`config.mk`:
```
export PLATFORM = sky130hd
export DESIGN_NAME = dcache_axi_bridge_flat
export DESIGN_NICKNAME = d
export VERILOG_FILES = /design/src/rtl/axi_pkg.sv /design/src/rtl/dcache_axi_bridge_if.sv /design/src/rtl/line_hazard_cmp.sv /design/src/rtl/dcache_axi_bridge.sv /design/src/flat_wrapper.sv
export SDC_FILE = /design/constraint.sdc
export NUM_CORES = 1
export LEC_CHECK = 0
export CAP_MARGIN = 30
export CORE_AREA = 2 2 136 138
export DETAILED_ROUTE_END_ITERATION = 6
export DIE_AREA = 0 0 138 140
export PLACE_DENSITY = 0.68
export SLEW_MARGIN = 20
export SYNTH_ARGS = -nofsm -noshare
export SYNTH_HDL_FRONTEND = slang
export SYNTH_SLANG_ARGS = --single-unit
```
`constraint.sdc`:
```
create_clock -name clk -period 2.9 [get_ports clk]
set_input_delay 0.435 -clock clk [delete_from_list [all_inputs] [get_ports clk]]
set_output_delay 0.435 -clock clk [all_outputs]
set_load 0.005 [all_outputs]
```
`src/rtl/axi_pkg.sv`:
```
// Shared definitions for the data-cache AXI bridge: FSM state encodings,
// AXI burst/response codes and the cache-line field geometry.
package axi_pkg;

    localparam logic [1:0] AXI_BURST_INCR = 2'b01;
    localparam logic [1:0] AXI_RESP_OKAY  = 2'b00;

    // 64-byte cache lines: the line tag is address bits [31:6].
    localparam int LINE_LSB = 6;
    localparam int LINE_W   = 32 - LINE_LSB;

    typedef enum logic [1:0] {
        R_IDLE = 2'd0,
        R_AR   = 2'd1,
        R_DATA = 2'd2
    } rstate_e;

    typedef enum logic [1:0] {
        W_IDLE = 2'd0,
        W_AW   = 2'd1,
        W_DATA = 2'd2,
        W_RESP = 2'd3
    } wstate_e;

endpackage

```
`src/rtl/dcache_axi_bridge_if.sv`:
```
// AXI4 master-side channel bundle (AR/R/AW/W/B) between the bridge and the
// system interconnect. The bridge uses the master modport.
interface dcache_axi_bridge_if;

    logic [3:0]  arid;
    logic [31:0] araddr;
    logic [7:0]  arlen;
    logic [2:0]  arsize;
    logic [1:0]  arburst;
    logic        arvalid;
    logic        arready;

    logic [31:0] rdata;
    logic [1:0]  rresp;
    logic        rlast;
    logic        rvalid;
    logic        rready;

    logic [3:0]  awid;
    logic [31:0] awaddr;
    logic [7:0]  awlen;
    logic [2:0]  awsize;
    logic [1:0]  awburst;
    logic        awvalid;
    logic        awready;

    logic [31:0] wdata;
    logic [3:0]  wstrb;
    logic        wlast;
    logic        wvalid;
    logic        wready;

    logic [1:0]  bresp;
    logic        bvalid;
    logic        bready;

    modport master (
        output arid, araddr, arlen, arsize, arburst, arvalid,
        input  arready,
        input  rdata, rresp, rlast, rvalid,
        output rready,
        output awid, awaddr, awlen, awsize, awburst, awvalid,
        input  awready,
        output wdata, wstrb, wlast, wvalid,
        input  wready,
        input  bresp, bvalid,
        output bready
    );

    modport slave (
        input  arid, araddr, arlen, arsize, arburst, arvalid,
        output arready,
        output rdata, rresp, rlast, rvalid,
        input  rready,
        input  awid, awaddr, awlen, awsize, awburst, awvalid,
        output awready,
        input  wdata, wstrb, wlast, wvalid,
        output wready,
        output bresp, bvalid,
        input  bready
    );

endinterface

```
`src/rtl/line_hazard_cmp.sv`:
```
// Read-after-write line hazard detect: a read must not start while the same
// cache line is being written back, either by a write already in flight or
// by a write being accepted in this very cycle.
module line_hazard_cmp
    import axi_pkg::*;
(
    input  logic              w_busy_i,
    input  logic [LINE_W-1:0] pend_line_i,
    input  logic              w_acc_i,
    input  logic [LINE_W-1:0] r_line_i,
    input  logic [LINE_W-1:0] w_line_i,
    output logic              hazard_o
);

    assign hazard_o = (w_busy_i && (r_line_i == pend_line_i)) ||
                      (w_acc_i  && (r_line_i == w_line_i));

endmodule

```
`src/rtl/dcache_axi_bridge.sv`:
```
// Bridges the dcache miss/write-back request interface onto AXI4 master
// channels. One read and one write may be outstanding; a read to a line
// whose write-back has not yet received its B response is held off.
module dcache_axi_bridge
    import axi_pkg::*;
#(
    parameter logic [3:0] AXI_ID = 4'd1
) (
    input  logic        clk,
    input  logic        rst,
    // cache read side
    input  logic        r_req,
    input  logic [31:0] r_addr,
    input  logic [2:0]  r_size,
    input  logic [7:0]  r_length,
    output logic        r_rdy,
    output logic        ret_valid,
    output logic        ret_last,
    output logic [31:0] r_data_AXI,
    input  logic        r_data_ready,
    // cache write side
    input  logic        w_req,
    input  logic [31:0] w_addr,
    input  logic [2:0]  w_size,
    input  logic [7:0]  w_length,
    output logic        w_rdy,
    input  logic        w_data_req,
    input  logic [31:0] w_data_AXI,
    input  logic [3:0]  w_strb,
    input  logic        w_last,
    output logic        w_data_ready,
    output logic        b_valid,
    input  logic        b_ready,
    output logic        bus_err,
    // AXI master channels
    dcache_axi_bridge_if.master axi
);

    rstate_e           rstate_q, rstate_d;
    wstate_e           wstate_q, wstate_d;

    logic [31:0]       araddr_q;
    logic [7:0]        arlen_q;
    logic [2:0]        arsize_q;
    logic [31:0]       awaddr_q;
    logic [7:0]        awlen_q;
    logic [2:0]        awsize_q;
    logic [LINE_W-1:0] pend_line_q;
    logic              bus_err_q, bus_err_d;

    logic              hazard;
    logic              r_acc;
    logic              w_acc;
    logic              r_beat;
    logic              b_beat;

    line_hazard_cmp u_line_hazard_cmp (
        .w_busy_i    (wstate_q != W_IDLE),
        .pend_line_i (pend_line_q),
        .w_acc_i     (w_acc),
        .r_line_i    (r_addr[31:LINE_LSB]),
        .w_line_i    (w_addr[31:LINE_LSB]),
        .hazard_o    (hazard)
    );

    assign w_rdy  = (wstate_q == W_IDLE);
    assign w_acc  = w_req && w_rdy;
    assign r_rdy  = (rstate_q == R_IDLE) && !hazard;
    assign r_acc  = r_req && r_rdy;
    assign r_beat = (rstate_q == R_DATA) && axi.rvalid && r_data_ready;
    assign b_beat = (wstate_q == W_RESP) && axi.bvalid && b_ready;

    assign axi.arid    = AXI_ID;
    assign axi.araddr  = araddr_q;
    assign axi.arlen   = arlen_q;
    assign axi.arsize  = arsize_q;
    assign axi.arburst = AXI_BURST_INCR;
    assign axi.awid    = AXI_ID;
    assign axi.awaddr  = awaddr_q;
    assign axi.awlen   = awlen_q;
    assign axi.awsize  = awsize_q;
    assign axi.awburst = AXI_BURST_INCR;
    assign bus_err     = bus_err_q;

    // Read FSM next state and AR/R channel steering.
    always_comb begin
        rstate_d    = rstate_q;
        axi.arvalid = 1'b0;
        axi.rready  = 1'b0;
        ret_valid   = 1'b0;
        ret_last    = 1'b0;
        r_data_AXI  = '0;
        case (rstate_q)
            R_IDLE: begin
                if (r_acc) rstate_d = R_AR;
            end
            R_AR: begin
                axi.arvalid = 1'b1;
                if (axi.arready) rstate_d = R_DATA;
            end
            R_DATA: begin
                ret_valid  = axi.rvalid;
                ret_last   = axi.rlast;
                r_data_AXI = axi.rdata;
                axi.rready = r_data_ready;
                if (r_beat && axi.rlast) rstate_d = R_IDLE;
            end
            default: rstate_d = R_IDLE;
        endcase
    end

    // Write FSM next state and AW/W/B channel steering.
    always_comb begin
        wstate_d     = wstate_q;
        axi.awvalid  = 1'b0;
        axi.wvalid   = 1'b0;
        axi.wdata    = '0;
        axi.wstrb    = '0;
        axi.wlast    = 1'b0;
        axi.bready   = 1'b0;
        w_data_ready = 1'b0;
        b_valid      = 1'b0;
        case (wstate_q)
            W_IDLE: begin
                if (w_acc) wstate_d = W_AW;
            end
            W_AW: begin
                axi.awvalid = 1'b1;
                if (axi.awready) wstate_d = W_DATA;
            end
            W_DATA: begin
                axi.wvalid   = w_data_req;
                axi.wdata    = w_data_AXI;
                axi.wstrb    = w_strb;
                axi.wlast    = w_last;
                w_data_ready = axi.wready;
                if (w_data_req && axi.wready && w_last) wstate_d = W_RESP;
            end
            W_RESP: begin
                b_valid    = axi.bvalid;
                axi.bready = b_ready;
                if (b_beat) wstate_d = W_IDLE;
            end
            default: wstate_d = W_IDLE;
        endcase
    end

    // Error pulse for the cycle after a non-OKAY R beat or B response.
    always_comb begin
        bus_err_d = (r_beat && (axi.rresp != AXI_RESP_OKAY)) ||
                    (b_beat && (axi.bresp != AXI_RESP_OKAY));
    end

    // State registers for both FSMs and the error pulse.
    always_ff @(posedge clk) begin
        if (rst) begin
            rstate_q  <= R_IDLE;
            wstate_q  <= W_IDLE;
            bus_err_q <= 1'b0;
        end else begin
            rstate_q  <= rstate_d;
            wstate_q  <= wstate_d;
            bus_err_q <= bus_err_d;
        end
    end

    // Capture request fields on acceptance; they stay stable through AR/AW.
    always_ff @(posedge clk) begin
        if (rst) begin
            araddr_q    <= '0;
            arlen_q     <= '0;
            arsize_q    <= '0;
            awaddr_q    <= '0;
            awlen_q     <= '0;
            awsize_q    <= '0;
            pend_line_q <= '0;
        end else begin
            if (r_acc) begin
                araddr_q <= r_addr;
                arlen_q  <= r_length;
                arsize_q <= r_size;
            end
            if (w_acc) begin
                awaddr_q    <= w_addr;
                awlen_q     <= w_length;
                awsize_q    <= w_size;
                pend_line_q <= w_addr[31:LINE_LSB];
            end
        end
    end

endmodule

```
`src/flat_wrapper.sv`:
```
// flat-port wrapper written by rule: the top's interface ports become plain ports
module dcache_axi_bridge_flat import axi_pkg::*;
#(
    parameter logic [3:0] AXI_ID = 4'd1
)
  (clk, rst, r_req, r_addr, r_size, r_length, r_rdy, ret_valid, ret_last, r_data_AXI, r_data_ready, w_req, w_addr, w_size, w_length, w_rdy, w_data_req, w_data_AXI, w_strb, w_last, w_data_ready, b_valid, b_ready, bus_err, axi_arid, axi_araddr, axi_arlen, axi_arsize, axi_arburst, axi_arvalid, axi_arready, axi_rdata, axi_rresp, axi_rlast, axi_rvalid, axi_rready, axi_awid, axi_awaddr, axi_awlen, axi_awsize, axi_awburst, axi_awvalid, axi_awready, axi_wdata, axi_wstrb, axi_wlast, axi_wvalid, axi_wready, axi_bresp, axi_bvalid, axi_bready);
  dcache_axi_bridge_if axi_i ();
  input  logic clk;
  input  logic rst;
  input  logic r_req;
  input  logic [31:0] r_addr;
  input  logic [2:0] r_size;
  input  logic [7:0] r_length;
  output logic r_rdy;
  output logic ret_valid;
  output logic ret_last;
  output logic [31:0] r_data_AXI;
  input  logic r_data_ready;
  input  logic w_req;
  input  logic [31:0] w_addr;
  input  logic [2:0] w_size;
  input  logic [7:0] w_length;
  output logic w_rdy;
  input  logic w_data_req;
  input  logic [31:0] w_data_AXI;
  input  logic [3:0] w_strb;
  input  logic w_last;
  output logic w_data_ready;
  output logic b_valid;
  input  logic b_ready;
  output logic bus_err;
  output wire logic [$bits(axi_i.arid)-1:0] axi_arid;
  output wire logic [$bits(axi_i.araddr)-1:0] axi_araddr;
  output wire logic [$bits(axi_i.arlen)-1:0] axi_arlen;
  output wire logic [$bits(axi_i.arsize)-1:0] axi_arsize;
  output wire logic [$bits(axi_i.arburst)-1:0] axi_arburst;
  output wire logic [$bits(axi_i.arvalid)-1:0] axi_arvalid;
  input wire logic [$bits(axi_i.arready)-1:0] axi_arready;
  input wire logic [$bits(axi_i.rdata)-1:0] axi_rdata;
  input wire logic [$bits(axi_i.rresp)-1:0] axi_rresp;
  input wire logic [$bits(axi_i.rlast)-1:0] axi_rlast;
  input wire logic [$bits(axi_i.rvalid)-1:0] axi_rvalid;
  output wire logic [$bits(axi_i.rready)-1:0] axi_rready;
  output wire logic [$bits(axi_i.awid)-1:0] axi_awid;
  output wire logic [$bits(axi_i.awaddr)-1:0] axi_awaddr;
  output wire logic [$bits(axi_i.awlen)-1:0] axi_awlen;
  output wire logic [$bits(axi_i.awsize)-1:0] axi_awsize;
  output wire logic [$bits(axi_i.awburst)-1:0] axi_awburst;
  output wire logic [$bits(axi_i.awvalid)-1:0] axi_awvalid;
  input wire logic [$bits(axi_i.awready)-1:0] axi_awready;
  output wire logic [$bits(axi_i.wdata)-1:0] axi_wdata;
  output wire logic [$bits(axi_i.wstrb)-1:0] axi_wstrb;
  output wire logic [$bits(axi_i.wlast)-1:0] axi_wlast;
  output wire logic [$bits(axi_i.wvalid)-1:0] axi_wvalid;
  input wire logic [$bits(axi_i.wready)-1:0] axi_wready;
  input wire logic [$bits(axi_i.bresp)-1:0] axi_bresp;
  input wire logic [$bits(axi_i.bvalid)-1:0] axi_bvalid;
  output wire logic [$bits(axi_i.bready)-1:0] axi_bready;
  assign axi_arid = axi_i.arid;
  assign axi_araddr = axi_i.araddr;
  assign axi_arlen = axi_i.arlen;
  assign axi_arsize = axi_i.arsize;
  assign axi_arburst = axi_i.arburst;
  assign axi_arvalid = axi_i.arvalid;
  assign axi_i.arready = axi_arready;
  assign axi_i.rdata = axi_rdata;
  assign axi_i.rresp = axi_rresp;
  assign axi_i.rlast = axi_rlast;
  assign axi_i.rvalid = axi_rvalid;
  assign axi_rready = axi_i.rready;
  assign axi_awid = axi_i.awid;
  assign axi_awaddr = axi_i.awaddr;
  assign axi_awlen = axi_i.awlen;
  assign axi_awsize = axi_i.awsize;
  assign axi_awburst = axi_i.awburst;
  assign axi_awvalid = axi_i.awvalid;
  assign axi_i.awready = axi_awready;
  assign axi_wdata = axi_i.wdata;
  assign axi_wstrb = axi_i.wstrb;
  assign axi_wlast = axi_i.wlast;
  assign axi_wvalid = axi_i.wvalid;
  assign axi_i.wready = axi_wready;
  assign axi_i.bresp = axi_bresp;
  assign axi_i.bvalid = axi_bvalid;
  assign axi_bready = axi_i.bready;
  dcache_axi_bridge #(.AXI_ID(AXI_ID)) u_core (.clk(clk), .rst(rst), .r_req(r_req), .r_addr(r_addr), .r_size(r_size), .r_length(r_length), .r_rdy(r_rdy), .ret_valid(ret_valid), .ret_last(ret_last), .r_data_AXI(r_data_AXI), .r_data_ready(r_data_ready), .w_req(w_req), .w_addr(w_addr), .w_size(w_size), .w_length(w_length), .w_rdy(w_rdy), .w_data_req(w_data_req), .w_data_AXI(w_data_AXI), .w_strb(w_strb), .w_last(w_last), .w_data_ready(w_data_ready), .b_valid(b_valid), .b_ready(b_ready), .bus_err(bus_err), .axi(axi_i));
endmodule
```
==> impl_metrics.json <==
{
  "worst_slew_margin_rel": 0.597,
  "overflow": 0,
  "grt_pass1_vias": 5061,
  "power_density_nw_per_um2": 496,
  "cp_num_buf_inv": 2,
  "clock_latency_ns": 0.34,
  "final_common_cell": "clkdlybuf4s50_1",
  "min_path_cells": 2,
  "cts_tree": "yes",
  "hold_path.class": "reg2reg",
  "clockBufferDepth": 2,
  "hpwl_mm": 15.4,
  "grt_max_degree": 69,
  "antenna_found_initial": 0,
  "cts_setup_buffers": 0,
  "mostFrequentLayoutCells": "clkdlybuf4s50_1 (336), dfxtp_1 (91), nand2_1 (87)",
  "vdd_drop_max_uv": 274,
  "synth_flop_cell": "dfxtp_1",
  "holdWs_ns": 0.455,
  "setup_ws_ns": 0.166,
  "regArea_um2": 1820,
  "syn_to_final_growth_pct": 81.0,
  "track_usage": 0.193,
  "grt_pass1_wl_mm": 29.0,
  "cp.required_ns": 2.47,
  "ant_nets": 0,
  "cp_max_fo": 3,
  "min_period_ns": 2.73,
  "synth_warnings": 0,
  "min_to": "u_core.axi.awlen[0]$_SDFFE_PP0P_",
  "avgSynthCellArea_um2": 8.40,
  "worst-setup-path-type": "in2out",
  "seq_area_frac_synth": 0.374,
  "portBuffers": 338,
  "drc": 0,
  "crit_family": "buffers and inverters",
  "vias": 4962,
  "reg2reg_depth": 10,
  "hold_viol": 0,
  "firstDrtPassIters": 4,
  "postSynth.asyncResetShare": 0,
  "die_w_um": 138,
  "htreeDepth": 3,
  "n_antenna_cell": 0,
  "drtIter0Drc": 162,
  "finalSetupViolations": 0,
  "timing.rr.start": "u_core.wstate_q[0]$_SDFFE_PP0P_",
  "numCtsBuffers": 9,
  "fill_cells": 1735,
  "drt_wl_total_mm": 19.3,
  "maxSlewViolCount": 0,
  "layout.nets": 1086,
  "p_leak_nw": 3.32,
  "min_period_over_period": 0.943,
  "r2r_end": "u_core.axi.araddr[30]$_SDFFE_PP0P_",
  "synth_area_um2": 4870,
  "drive_gt1_frac": 0.0449,
  "syn_inst": 580,
  "synth_seq_cells": 91,
  "hold_buffers": 0,
  "gp_congestion": 0.797,
  "die_y_um": 140,
  "fmax_ghz": 0.366,
  "cts_sinks": 91,
  "wl_per_cell_um": 16.9,
  "worstPathCellList": "clkdlybuf4s50_1 > xnor2_1 > nand4_1 > nor4_2 > nand4_1 > and3_1 > dlygate4sd2_1",
  "worstMarginPinSlew_ns": 0.605,
  "cpMostUsedCell": "nand4_1",
  "via_per_inst": 4.34,
  "cp-end-kind": "output port",
  "pre_cts_slack_ns": -0.0674,
  "synth_cell_type_count": 29,
  "min-delay-start": "u_core.axi.awlen[0]$_SDFFE_PP0P_",
  "cts_root_buffer": "clkbuf_16",
  "die-area_um2": 19300,
  "drv_cap": 0,
  "multiInputGateArea_um2": 2820,
  "rsz0062_at_grt": "no",
  "r2r_slack_ns": 0.55,
  "core_um2": 17800,
  "max_stage_delay_ns": 0.61,
  "setup.worst_path.start_class": "primary input",
  "crit_arrival_ns": 2.30,
  "initial_utilization": 0.274,
  "synth-edff-count": 0,
  "std_cell_rows": 49,
  "skew_ns": 0.0129,
  "outcome": "finished, final reports clean",
  "clkTransAtPathRegs_ns": 0.07,
  "cp_slowest_cell": "clkdlybuf4s50_1",
  "pin_count": 351
}
==> worst max path at each step <==
stage                                          from                                 to  slack (ns)  cells after the start
floorplan           u_core.wstate_q[0]$_SDFFE_PP0P_  u_core.axi.araddr[0]$_SDFFE_PP0P_        0.84                     11
global placement                         r_addr[10]                              r_rdy       -0.08                      7
detailed placement                       r_addr[10]                              r_rdy       -0.07                      7
CTS                 u_core.wstate_q[0]$_SDFFE_PP0P_                       axi_wdata[8]      0.0003                      4
global route        u_core.wstate_q[0]$_SDFFE_PP0P_                              r_rdy        0.02                      8
finish                                    r_addr[7]                              r_rdy        0.17                      7
==> through the flow <==
stage	utilization	instance area [um2]	cells	power (mW)	setup TNS, ns
floorplan	-	4910	590	2.21	0
global placement	0.477	8480	1126	3.20	-0.0755
detailed placement	0.477	8480	1126	3.19	-0.0674
CTS	0.494	8790	1142	4.42	0
global route	0.496	8810	1143	4.62	0
finish	0.496	8810	1143	4.37	0
==> layer usage <==
layer / track usage / share of wire / up-vias
met5: 0 / 0 / -
met4: 0.0532 / 0.021 / 0
li1: - / - / 2492
met1: 0.221 / 0.40 / 2249
met3: 0.0574 / 0.074 / 17
met2: 0.351 / 0.50 / 204
==> kinds of logic (layout without fill, tap and decap cells) <==
group | Yosys count | after routing | synth area share
DFF | 91 | 91 | 0.374
adders and majority gates | 5 | 5 | 0.0128
buffers and inverters | 53 | 377 | 0.0586
muxes | 44 | 44 | 0.0904
AOI/OAI and AO/OA | 51 | 51 | 0.0563
and+or+nand+nor | 282 | 282 | 0.313
xor gates and xnor gates | 52 | 52 | 0.0935
other | 2 | 12 | 0.00154
==> sequential cells by signal (all words and copies together), names as in the netlist <==
name / flops
u_core.axi.araddr: 32
u_core.axi.arlen: 8
u_core.axi.arsize: 3
u_core.axi.awaddr: 7
u_core.axi.awlen: 8
u_core.axi.awsize: 3
u_core.bus_err: 1
u_core.pend_line_q: 25
u_core.rstate_q: 2
u_core.wstate_q: 2
==> worst register-to-register path: stages (launching register included) <==
cell and delay [ns]:
dfxtp_1 0.35, inv_1 0.12, ha_2 0.23, and2_2 0.20, nand4_1 0.12, nor4_2 0.26, nand4_1 0.14, buf_4 0.18
and4_2 0.23, buf_12 0.21, mux2i_1 0.19
==> Yosys cell counts, drive strengths merged (2+ instances only) <==
cell | n | area share
nand3 | 2 | 0.0021
mux2i | 44 | 0.090
and2 | 77 | 0.099
xnor2 | 30 | 0.054
dfxtp | 91 | 0.37
nand2b | 86 | 0.11
nand2 | 88 | 0.068
o211ai | 2 | 0.0031
a21oi | 44 | 0.045
xor2 | 22 | 0.040
buf | 19 | 0.032
nor2 | 7 | 0.0054
ha | 5 | 0.013
nor4 | 6 | 0.0077
inv | 5 | 0.0039
nor3 | 3 | 0.0031
conb | 2 | 0.0015
nand4 | 10 | 0.013
clkbuf | 29 | 0.022
==> timing repair <==
action | CTS | global route
hold endpoints to repair | 0 | 0
endpoints found under the setup margin | 1 | 1
resized for setup | 3 | 1
==> power breakdown <==
part | total [mW] | internal [mW] | leakage [nW] | switching, mW
registers | 1.51 | 1.40 | 0.747 | 0.109
logic | 1.66 | 0.948 | 2.44 | 0.707
clock network | 1.20 | 0.678 | 0.137 | 0.523
total | 4.37 | 3.03 | 3.32 | 1.34
==> area by class of cell <==
class / count / area share
clock buffer: 10 / 0.0260
inverter: 5 / 0.00213
sequential: 91 / 0.207
clock inverter: 6 / 0.00824
tap: 229 / 0.0325
multi-input combinational: 446 / 0.320
timing repair buffer: 356 / 0.404
Power figures use the tool's default switching activity.
